File: src/rtl/type_decode_stage.sv
// -----------------------------------------------------------------------------
// type_decode_stage
// Registered, handshaked RV32I instruction-type decode stage with load-use
// interlock. The major opcode is classified into a one-hot type vector and
// the instruction is passed through with one cycle of latency. After a load
// leaves the stage, intake stalls until the data memory answers (mem_valid)
// or LOAD_TIMEOUT cycles elapse, whichever comes first.
//
// Build option: define TYPE_DECODE_ILLEGAL_EN to flag unmapped opcodes on
// type_vec[9]; otherwise type_vec[9] is tied low and unmapped opcodes pass
// through with type_vec=0.
//
// Ports:
//   clk          rising-edge clock
//   rst          asynchronous active-high reset
//   instr_in     instruction from fetch        in_valid / in_ready handshake
//   instr_out    registered instruction        out_valid / out_ready handshake
//   type_vec     one-hot type: [0]r [1]i [2]load [3]store [4]branch [5]jal
//                [6]jalr [7]lui [8]auipc [9]illegal (zero while !out_valid)
//   mem_valid    data-memory load response valid
//   load_busy    stage is waiting for a load response
//   load_timeout one-cycle pulse when the load wait is aborted
// -----------------------------------------------------------------------------
module type_decode_stage #(
  parameter int ILEN         = 32,
  parameter int LOAD_TIMEOUT = 15,
  parameter int CNT_W        = $clog2(LOAD_TIMEOUT + 1)
) (
  input  logic            clk,
  input  logic            rst,
  input  logic [ILEN-1:0] instr_in,
  input  logic            in_valid,
  output logic            in_ready,
  output logic [ILEN-1:0] instr_out,
  output logic [9:0]      type_vec,
  output logic            out_valid,
  input  logic            out_ready,
  input  logic            mem_valid,
  output logic            load_busy,
  output logic            load_timeout
);

  localparam logic S_IDLE      = 1'b0;
  localparam logic S_LOAD_WAIT = 1'b1;

  localparam logic [CNT_W-1:0] CNT_LAST = CNT_W'(LOAD_TIMEOUT - 1);

  logic            r_state;
  logic [CNT_W-1:0] r_cnt;
  logic            r_out_valid;
  logic [ILEN-1:0] r_instr;
  logic [9:0]      r_type;
  logic            r_timeout;

  logic            w_accept;
  logic            w_out_xfer;
  logic [9:0]      w_dec;

  assign in_ready   = (r_state == S_IDLE) & (~r_out_valid | out_ready);
  assign w_accept   = in_valid & in_ready;
  assign w_out_xfer = r_out_valid & out_ready;

  assign instr_out    = r_instr;
  assign type_vec     = r_type;
  assign out_valid    = r_out_valid;
  assign load_busy    = (r_state == S_LOAD_WAIT);
  assign load_timeout = r_timeout;

  // Every mapped opcode has [1:0]==2'b11, so the default arm also covers
  // the compressed/non-32-bit encodings.
  always_comb begin
    w_dec = '0;
    case (instr_in[6:0])
      7'b0110011: w_dec[0] = 1'b1;
      7'b0010011: w_dec[1] = 1'b1;
      7'b0000011: w_dec[2] = 1'b1;
      7'b0100011: w_dec[3] = 1'b1;
      7'b1100011: w_dec[4] = 1'b1;
      7'b1101111: w_dec[5] = 1'b1;
      7'b1100111: w_dec[6] = 1'b1;
      7'b0110111: w_dec[7] = 1'b1;
      7'b0010111: w_dec[8] = 1'b1;
`ifdef TYPE_DECODE_ILLEGAL_EN
      default:    w_dec[9] = 1'b1;
`else
      default:    w_dec    = '0;
`endif
    endcase
  end

  // Output register: a same-cycle accept replaces the presented instruction,
  // so streaming runs without bubbles.
  always_ff @(posedge clk or posedge rst) begin
    if (rst) begin
      r_out_valid <= 1'b0;
      r_instr     <= '0;
      r_type      <= '0;
    end else if (w_accept) begin
      r_out_valid <= 1'b1;
      r_instr     <= instr_in;
      r_type      <= w_dec;
    end else if (w_out_xfer) begin
      r_out_valid <= 1'b0;
      r_type      <= '0;
    end
  end

  // Load-use interlock. The counter counts cycles spent waiting; it leaves
  // at CNT_LAST, so it never wraps.
  always_ff @(posedge clk or posedge rst) begin
    if (rst) begin
      r_state   <= S_IDLE;
      r_cnt     <= '0;
      r_timeout <= 1'b0;
    end else begin
      r_timeout <= 1'b0;
      case (r_state)
        S_IDLE: begin
          r_cnt <= '0;
          if (w_out_xfer && r_type[2] && !mem_valid)
            r_state <= S_LOAD_WAIT;
        end
        S_LOAD_WAIT: begin
          if (mem_valid) begin
            r_state <= S_IDLE;
            r_cnt   <= '0;
          end else if (r_cnt == CNT_LAST) begin
            r_state   <= S_IDLE;
            r_cnt     <= '0;
            r_timeout <= 1'b1;
          end else begin
            r_cnt <= r_cnt + 1'b1;
          end
        end
        default: begin
          r_state <= S_IDLE;
          r_cnt   <= '0;
        end
      endcase
    end
  end

endmodule

File: config.mk
export PLATFORM = sky130hd
export DESIGN_NAME = type_decode_stage
export DESIGN_NICKNAME = d
export VERILOG_FILES = /design/src/rtl/type_decode_stage.sv
export SDC_FILE = /design/constraint.sdc
export NUM_CORES = 1
export LEC_CHECK = 0
export BUFFER_PORTS_ARGS = -buffer_cell sky130_fd_sc_hd__buf_2
export CORE_ASPECT_RATIO = 0.5
export CORE_MARGIN = 2
export CORE_UTILIZATION = 30
export CTS_CLUSTER_DIAMETER = 120
export DETAILED_ROUTE_END_ITERATION = 16
export PLACE_DENSITY = 0.62
export SLEW_MARGIN = 15
export SYNTH_ARGS = -nofsm -noshare
export SYNTH_HDL_FRONTEND = slang
export SYNTH_SLANG_ARGS = --single-unit
File: constraint.sdc
create_clock -name clk -period 1.6 [get_ports clk]
set_input_delay 0.08 -clock clk [delete_from_list [all_inputs] [get_ports clk]]
set_output_delay 0.08 -clock clk [all_outputs]
set_load 0.005 [all_outputs]
==> results_dict.tcl, run 1 <==
set metrics [dict create \
    outcome "completed" \
    seq_power_share_pct 43.7 \
    synth_edf_count 0 \
    crit_type "flop to flop" \
    dr.pass1.iters 4 \
    p_switching_uw 677 \
    pin_count 83 \
    cts.sinks 48 \
    die_width_um 121 \
    path_max_fanout 18 \
    cap_viol_max_count 0 \
    start_kind "flop" \
    critPathArrivalTime_ps 1620 \
    p_leak_nw 1.41 \
    p_int_mw 2.54 \
    drt-total-wl_mm 4.27 \
    grt_pass1_vias 1381 \
    synth_top_area_share_pct 58.1 \
    n_antenna_cell 0 \
    syn-num-nets 169 \
    grt_start_max_net_pins 29 \
    synth_area_leaders "dfrtp_1 (58%), mux2_4 (20%), a32o_1 (2.4%), mux2_2 (2.2%), buf_12 (1.9%)" \
    period_minus_slack_ps 1460 \
    area_delta_synth_final_pct 35.1 \
    hpwl_mm 3.25 \
    peakVddDrop_mv 0.579 \
    postCtsSetupBuffers 0 \
    endpoint_kind "flop" \
    p_clk_share_pct 40.4 \
    regArea_mm2 0.00120 \
    finalSetupTns_ps 0 \
    rsz0062_at_grt "no" \
    cts-resized-gates 0 \
    fin_worst_skew_ps 5.42 \
    start_util_pct 31.0 \
    hold_class "input pin to flop" \
    placed_area_mm2 0.00259 \
    layout-drive-gt1-share_pct 58.9 \
    yosysUniqueCellTypes 30 \
    total_power_mw 3.21 \
    worstSkewPairLatency_ps 280 \
    yosysSeqAreaShare_pct 58.1 \
    grt_overflow 0 \
    async_flop_share_pct 100 \
    antenna_found_initial 0 \
    yosys.area.top_type "dfrtp_1" \
    final_antenna_net_count 0 \
    die-area_mm2 0.00761 \
    cts_tree "built" \
    cts_made_buffers 5 \
    drc 0 \
    postCtsHoldBufs 2 \
    finalSetupViolations 0 \
    cp_data_required_time_ps 1760 \
    grt_use_met1_pct 15.9 \
    grt_util_met2_pct 18.4 \
    io_buffer_count 81 \
    grt_pass1_wl_mm 7.00 \
    place_ws_ps 146 \
    multi_input_area_um2 788 \
    syn_area_mm2 0.00207 \
    yosysWarnings 0 \
    layout_setup_ws_ps 141 \
    grt_busiest_layer "met2" \
    fin_crit_sh_pct 91.2 \
    root_buffer "clkbuf_16" \
    place_congestion 0.780 \
    syn_avg_cell_area_um2 15.9 \
    clock_tree.buffer_depth 2 \
    syn_inst 130 \
    p_sw_share_pct 21.1 \
    maxSlewViolCount 0 \
    yosys_register_bits 48 \
    grt.met3_usage_pct 3.10 \
    grt.total_usage_pct 11.7 \
    clkTransAtPathRegs_ps 60 \
    htreeDepth 2 \
    synth_ff_type "dfrtp_1" \
    p_per_area_mw_per_mm2 1150 \
    vias 1344 \
    die_h_um 62.7 \
    hold_viol_final 0 \
    rows 21 \
    nets 258 \
    post_drt_wl_per_cell_um 13.7 \
    fillCellCount 640 \
    core_mm2 0.00667 \
    avgViaCountPerCell 4.32 \
    drt_iter0_drc 47 \
    max_freq_ghz 0.685 \
    post-route-cell-area_mm2 0.00279 \
    combPwrFrac_pct 15.9 \
]
## path summary, 6_finish.rpt
path / cells after the start / slack, ps / start / end
min in group asynchronous: 3 / 360 / rst / instr_out[10]
hold reg to reg: 1 / 490 / type_vec[5] / type_vec[5]
max in group asynchronous: 4 / 740 / rst / instr_out[31]
setup / recovery: 4 / 140 / out_valid / instr_out[16]
setup reg to reg: 4 / 140 / out_valid / instr_out[16]
hold / removal: 2 / 30 / instr_in[10] / instr_out[10]
## per-stage QoR
step	utilization [%]	cells	hold WS [ps]
floorplan	-	130	150
global placement	38.8	302	112
detailed placement	38.8	302	126
CTS	41.9	311	22.4
global route	41.9	311	20.1
finish	41.9	311	27.2
## kinds of logic (layout without fill, tap and decap cells)
logic type | Yosys count | after routing | synth area share [%]
xor+xnor | 2 | 2 | 0.847
compound gates | 11 | 11 | 4.72
buf+inv | 8 | 97 | 3.81
fa+ha+maj | 2 | 2 | 1.21
simple gates | 26 | 26 | 8.65
flops | 48 | 48 | 58.1
mux | 32 | 32 | 22.5
other cells | 1 | 1 | 0.181
## cell type report
cell class / instances / area share, %
tap: 92 / 4.12
timing repair buffer: 87 / 17.6
sequential: 48 / 43.0
inverter: 3 / 0.403
multi-input combinational: 74 / 28.2
clock inverter: 2 / 2.15
clock buffer: 5 / 4.48
## Yosys cell counts, drive strengths merged (2+ instances only)
cell type and instances:
a22o 4, a32o 5, buf 5, dfrtp 48, ha 2, inv 3
mux2 32, nand2 3, nand2b 2, nand3 2, nand3b 2, nor2 8
nor3 2, nor4 2
## state kept, by name (all words and copies together), names as in the netlist
| register | flops |
|---|---|
| load_busy | 1 |
| instr_out | 32 |
| type_vec | 9 |
| r_cnt | 4 |
| out_valid | 1 |
| load_timeout | 1 |
## critical path: stages, from the launching register on
cell     delay, ps
dfrtp_1        400
and2b_4        220
nor2_8         170
buf_12         200
mux2_2         350
## layout by cell type (no fill, tap or decap), drive strengths merged, types with 2 or more instances in the layout
cell type    Yosys  final
nor2             8      8
ha               2      2
bufinv           0      2
dlygate4sd3      0      2
nor3             2      2
dfrtp           48     48
nand3b           2      2
inv              3      3
nand2b           2      2
clkbuf           0      5
nand3            2      2
nand2            3      3
nor4             2      2
buf              5     85
mux2            32     32
a22o             4      4
a32o             5      5
## metal layers
| layer | vias up | routed length, µm |
|---|---|---|
| met5 | - | 0 |
| met4 | 0 | 44 |
| met3 | 5 | 150 |
| met2 | 24 | 2070 |
| met1 | 676 | 2000 |
| li1 | 639 | - |
## power groups by stage
stage               Combinational (mW)  Clock, mW  Sequential, mW
floorplan                        0.283          0            1.43
global placement                 0.507          0            1.42
detailed placement               0.515          0            1.43
CTS                              0.521       1.34            1.41
global route                     0.556       1.39            1.42
finish                           0.511       1.30            1.40
No activity file was read; power rests on OpenSTA's default activity.
==> run 2: changes to the inputs <==
==> constraint.sdc (replaced) <==
create_clock -name clk -period 1.6 [get_ports clk]
set_input_delay 0.08 -clock clk [delete_from_list [all_inputs] [get_ports clk]]
set_output_delay 0.08 -clock clk [all_outputs]
set_load 0.05 [all_outputs]
==> results_dict.tcl, run 2 (synthesis results as in run 1) <==
set metrics [dict create \
    hpwl_mm 3.21 \
    vias 1353 \
    layout_setup_ws_ps 159 \
    dr.pass1.iters 4 \
    total_power_mw 3.43 \
    r2r_slack_ps 160 \
    clkTransAtPathRegs_ps 60 \
    rows 21 \
    p_per_area_mw_per_mm2 1240 \
    worstSkewPairLatency_ps 290 \
    crit_type "flop to flop" \
    placed_area_mm2 0.00258 \
    place_congestion 0.730 \
    path_max_fanout 20 \
    endpoint_kind "flop" \
    slowest_stage "dfrtp_2" \
    io_buffer_count 81 \
    path_cells "and2b_4, nor2_8, buf_12, mux2_2" \
    cts_made_buffers 5 \
    place_ws_ps 165 \
    max_freq_ghz 0.694 \
    pin_count 83 \
    drt-total-wl_mm 4.29 \
    postCtsSetupBuffers 0 \
    cts.sinks 48 \
    clock_tree.buffer_depth 2 \
    final_cell_mix "buf_2 (81), dfrtp_1 (46), mux2_4 (28), nor2_1 (7)" \
    fin_crit_sh_pct 90.0 \
    avgViaCountPerCell 4.35 \
    final_core_util_pct 41.3 \
    drc 0 \
    n_antenna_cell 0 \
    drt_iter0_drc 90 \
    largest_reg_flops 32 \
    outcome "completed" \
    antenna_found_initial 0 \
    final_antenna_net_count 0 \
    grt_pass1_wl_mm 7.09 \
    root_buffer "clkbuf_16" \
    die-area_mm2 0.00761 \
    layout_commonest_cell "buf_2" \
    die_width_um 121 \
    finalSetupTns_ps 0 \
    cpPeakStageDelay_ps 420 \
    area_delta_synth_final_pct 33.3 \
    grt_overflow 0 \
    cp_data_required_time_ps 1770 \
    period_minus_slack_ps 1440 \
    die_h_um 62.7 \
    grt_start_max_net_pins 28 \
    hold_class "input pin to flop" \
    grt_pass1_vias 1415 \
    post_drt_wl_per_cell_um 13.8 \
    grt.total_usage_pct 12.1 \
    core_mm2 0.00667 \
    cp_top_family "flip-flops" \
    peakVddDrop_mv 0.373 \
    cap_viol_max_count 0 \
    htreeDepth 2 \
    p_leak_nw 1.39 \
    fin_worst_skew_ps 4.59 \
    layout-drive-gt1-share_pct 59.8 \
    critPathArrivalTime_ps 1610 \
    path_buf_inv 1 \
    cts_tree "built" \
    nets 257 \
    start_util_pct 31.0 \
    hold_viol_final 0 \
    maxSlewViolCount 0 \
    start_kind "flop" \
    finalSetupViolations 0 \
    cts-resized-gates 0 \
    rsz0062_at_grt "no" \
    post-route-cell-area_mm2 0.00276 \
]
==> run 2: layout make-up <==
| cell class | instances | area, µm² |
|---|---|---|
| Fill cell | 635 | 3920 |
| Sequential cell | 48 | 1200 |
| Multi-Input combinational cell | 74 | 788 |
| Timing Repair Buffer | 86 | 485 |
| Clock buffer | 6 | 139 |
| Tap cell | 92 | 115 |
| Clock inverter | 2 | 15.0 |
| Inverter | 3 | 11.3 |
==> run 2: report_power, final <==
part           internal, mW  switching, mW  leakage [nW]  total, mW
Clock                 0.621          0.447        0.0691       1.07
Combinational         0.317          0.641         0.724      0.958
Sequential             1.34         0.0670         0.592       1.40
Total                  2.28           1.15          1.39       3.43
==> run 2: routing by layer <==
layer / part of all wire, % / global-route usage [%] / up-vias
met5: 0 / 0 / -
met4: 1.4 / 4.74 / 0
met3: 4.2 / 3.65 / 6
met2: 53 / 20.6 / 30
met1: 41 / 14.5 / 684
li1: - / - / 633
==> run 2: worst register-to-register path, stage by stage (launching register included) <==
cell and delay [ps]:
dfrtp_2 420, and2b_4 210, nor2_8 140, buf_12 190, mux2_2 360
==> run 2: worst paths after layout <==
kind | start | end | cells past startpoint
min in group asynchronous | rst | instr_out[15] | 3
worst min register to register | r_cnt[0] | r_cnt[0] | 1
worst max register to register | out_valid | instr_out[18] | 4
worst max-delay path | out_valid | instr_out[18] | 4
worst min-delay path | instr_in[7] | instr_out[7] | 2
max in group asynchronous | rst | out_valid | 4
==> run 2: per-stage QoR <==
step	instances	hold slack, ps
global route	311	13.9
floorplan	130	150
global placement	301	115
CTS	311	9.81
finish	311	21.2
detailed placement	301	133
==> run 2: what timing repair did <==
item                       4_1_cts  5_1_grt
setup endpoints to repair        0        0
hold buffers                     2        0
hold endpoints to repair        22        0
==> run 3: changes to the inputs <==
Clock period 1.6 ns to 1.7 ns, I/O delays scaled along.
==> results_dict.tcl, run 3 (synthesis results as in run 1) <==
set metrics [dict create \
    htreeDepth 2 \
    outcome "completed" \
    worst-path-stages 4 \
    p_leak_nw 1.40 \
    hold-path-cell-count 2 \
    layout_setup_ws_ps 217 \
    path_cells "and2b_4, nor2_8, buf_12, mux2_2" \
    start_kind "flop" \
    dp_cells 301 \
    path_buf_inv 1 \
    min_from "instr_in[10]" \
    r2r-start "out_valid" \
    multi_input_area_um2 788 \
    die_width_um 121 \
    pin_count 83 \
    cts_tree "built" \
    die_h_um 62.7 \
    maxSlewViolCount 0 \
    slowest_stage "dfrtp_1" \
    nets 257 \
    clock_tree.buffer_depth 2 \
    clkTransAtPathRegs_ps 70 \
    layout_commonest_cell "buf_2" \
    endpoint_kind "flop" \
    fin_worst_skew_ps 6.46 \
    dr.pass1.iters 4 \
    rsz0062_at_grt "no" \
    worstSkewPairLatency_ps 290 \
    crit_type "flop to flop" \
    fillCellCount 646 \
    finalSetupTns_ps 0 \
    path_max_fanout 20 \
    cts_made_buffers 5 \
    grt_pass1_wl_mm 7.31 \
    hold_class "input pin to flop" \
    final_antenna_net_count 0 \
    cpPeakStageDelay_ps 420 \
    fin_crit_sh_pct 87.2 \
    max_freq_ghz 0.674 \
    r2r_slack_ps 220 \
    total_power_mw 3.36 \
    layout.cells.non_filler 311 \
    finalSetupViolations 0 \
    min_to "instr_out[10]" \
    die-area_mm2 0.00761 \
    grt_overflow 0 \
    hold_viol_final 0 \
    cp_top_family "flip-flops" \
    grt.total_usage_pct 12.4 \
    regArea_mm2 0.00120 \
    holdWs_ps 20.6 \
    place_congestion 0.775 \
    vias 1356 \
    hpwl_mm 3.36 \
    rows 21 \
    start_util_pct 31.0 \
    avgViaCountPerCell 4.36 \
    root_buffer "clkbuf_16" \
    r2r-end "instr_out[18]" \
    cts-resized-gates 0 \
    core_mm2 0.00667 \
    drt-total-wl_mm 4.58 \
    area_delta_synth_final_pct 34.1 \
    cap_viol_max_count 0 \
    grt_start_max_net_pins 29 \
    rr_worst_depth 4 \
    io_buffer_count 81 \
    antenna_found_initial 0 \
    largest_reg_flops 32 \
    drc 0 \
    layout-drive-gt1-share_pct 58.9 \
    post_drt_wl_per_cell_um 14.7 \
    cp_data_required_time_ps 1870 \
    critPathArrivalTime_ps 1650 \
    period_minus_slack_ps 1480 \
    drt_iter0_drc 32 \
    grt_pass1_vias 1398 \
    p_per_area_mw_per_mm2 1210 \
    final_cell_mix "buf_2 (81), dfrtp_1 (48), mux2_4 (28), nor2_1 (7)" \
    n_antenna_cell 0 \
    cts.sinks 48 \
    peakVddDrop_mv 0.485 \
    place_ws_ps 246 \
]
-- run 3: power by group --
part	switching [mW]	total, mW	internal (mW)
logic	0.608	0.906	0.299
registers	0.0627	1.32	1.26
clock network	0.439	1.14	0.699
-- run 3: worst reg2reg max path, cell delays in order (launching register included) --
cell	delay, ps
dfrtp_1	420
and2b_4	230
nor2_8	150
buf_12	200
mux2_2	360
-- run 3: repair_timing --
item,in CTS,in global routing
buffers inserted,0,0
endpoints found under the hold margin,21,0
hold buffers,2,0
-- run 3: worst max path at each step --
stage                         start            end  slack [ps]
after floorplan           out_valid  instr_out[20]          70
after global placement    load_busy  instr_out[16]         310
after detailed placement  out_valid  instr_out[18]         250
after CTS                 out_valid  instr_out[18]         220
after global routing      out_valid  instr_out[18]         180
final                     out_valid  instr_out[18]         220
-- run 3: per-layer routing --
metal  GRT usage, %  routed length [µm]  vias up
met2           20.3                2260       32
met4           5.75                  98        0
li1               -                   -      633
met3           2.46                 174       10
met1           16.0                2050      681
met5              0                   0        -
-- run 3: layout make-up --
type,instances,share of cell area [%]
clock buffer,5,4.51
clock inverter,3,1.71
inverter,3,0.406
multi-input combinational,74,28.4
sequential,48,43.3
tap,92,4.15
timing repair buffer,86,17.5
-- run 3: metrics by stage --
step / util, % / area, µm²
after floorplan: - / 2070
after global placement: 38.7 / 2580
after CTS: 41.6 / 2770
final: 41.6 / 2770
after global routing: 41.6 / 2770
after detailed placement: 38.7 / 2580
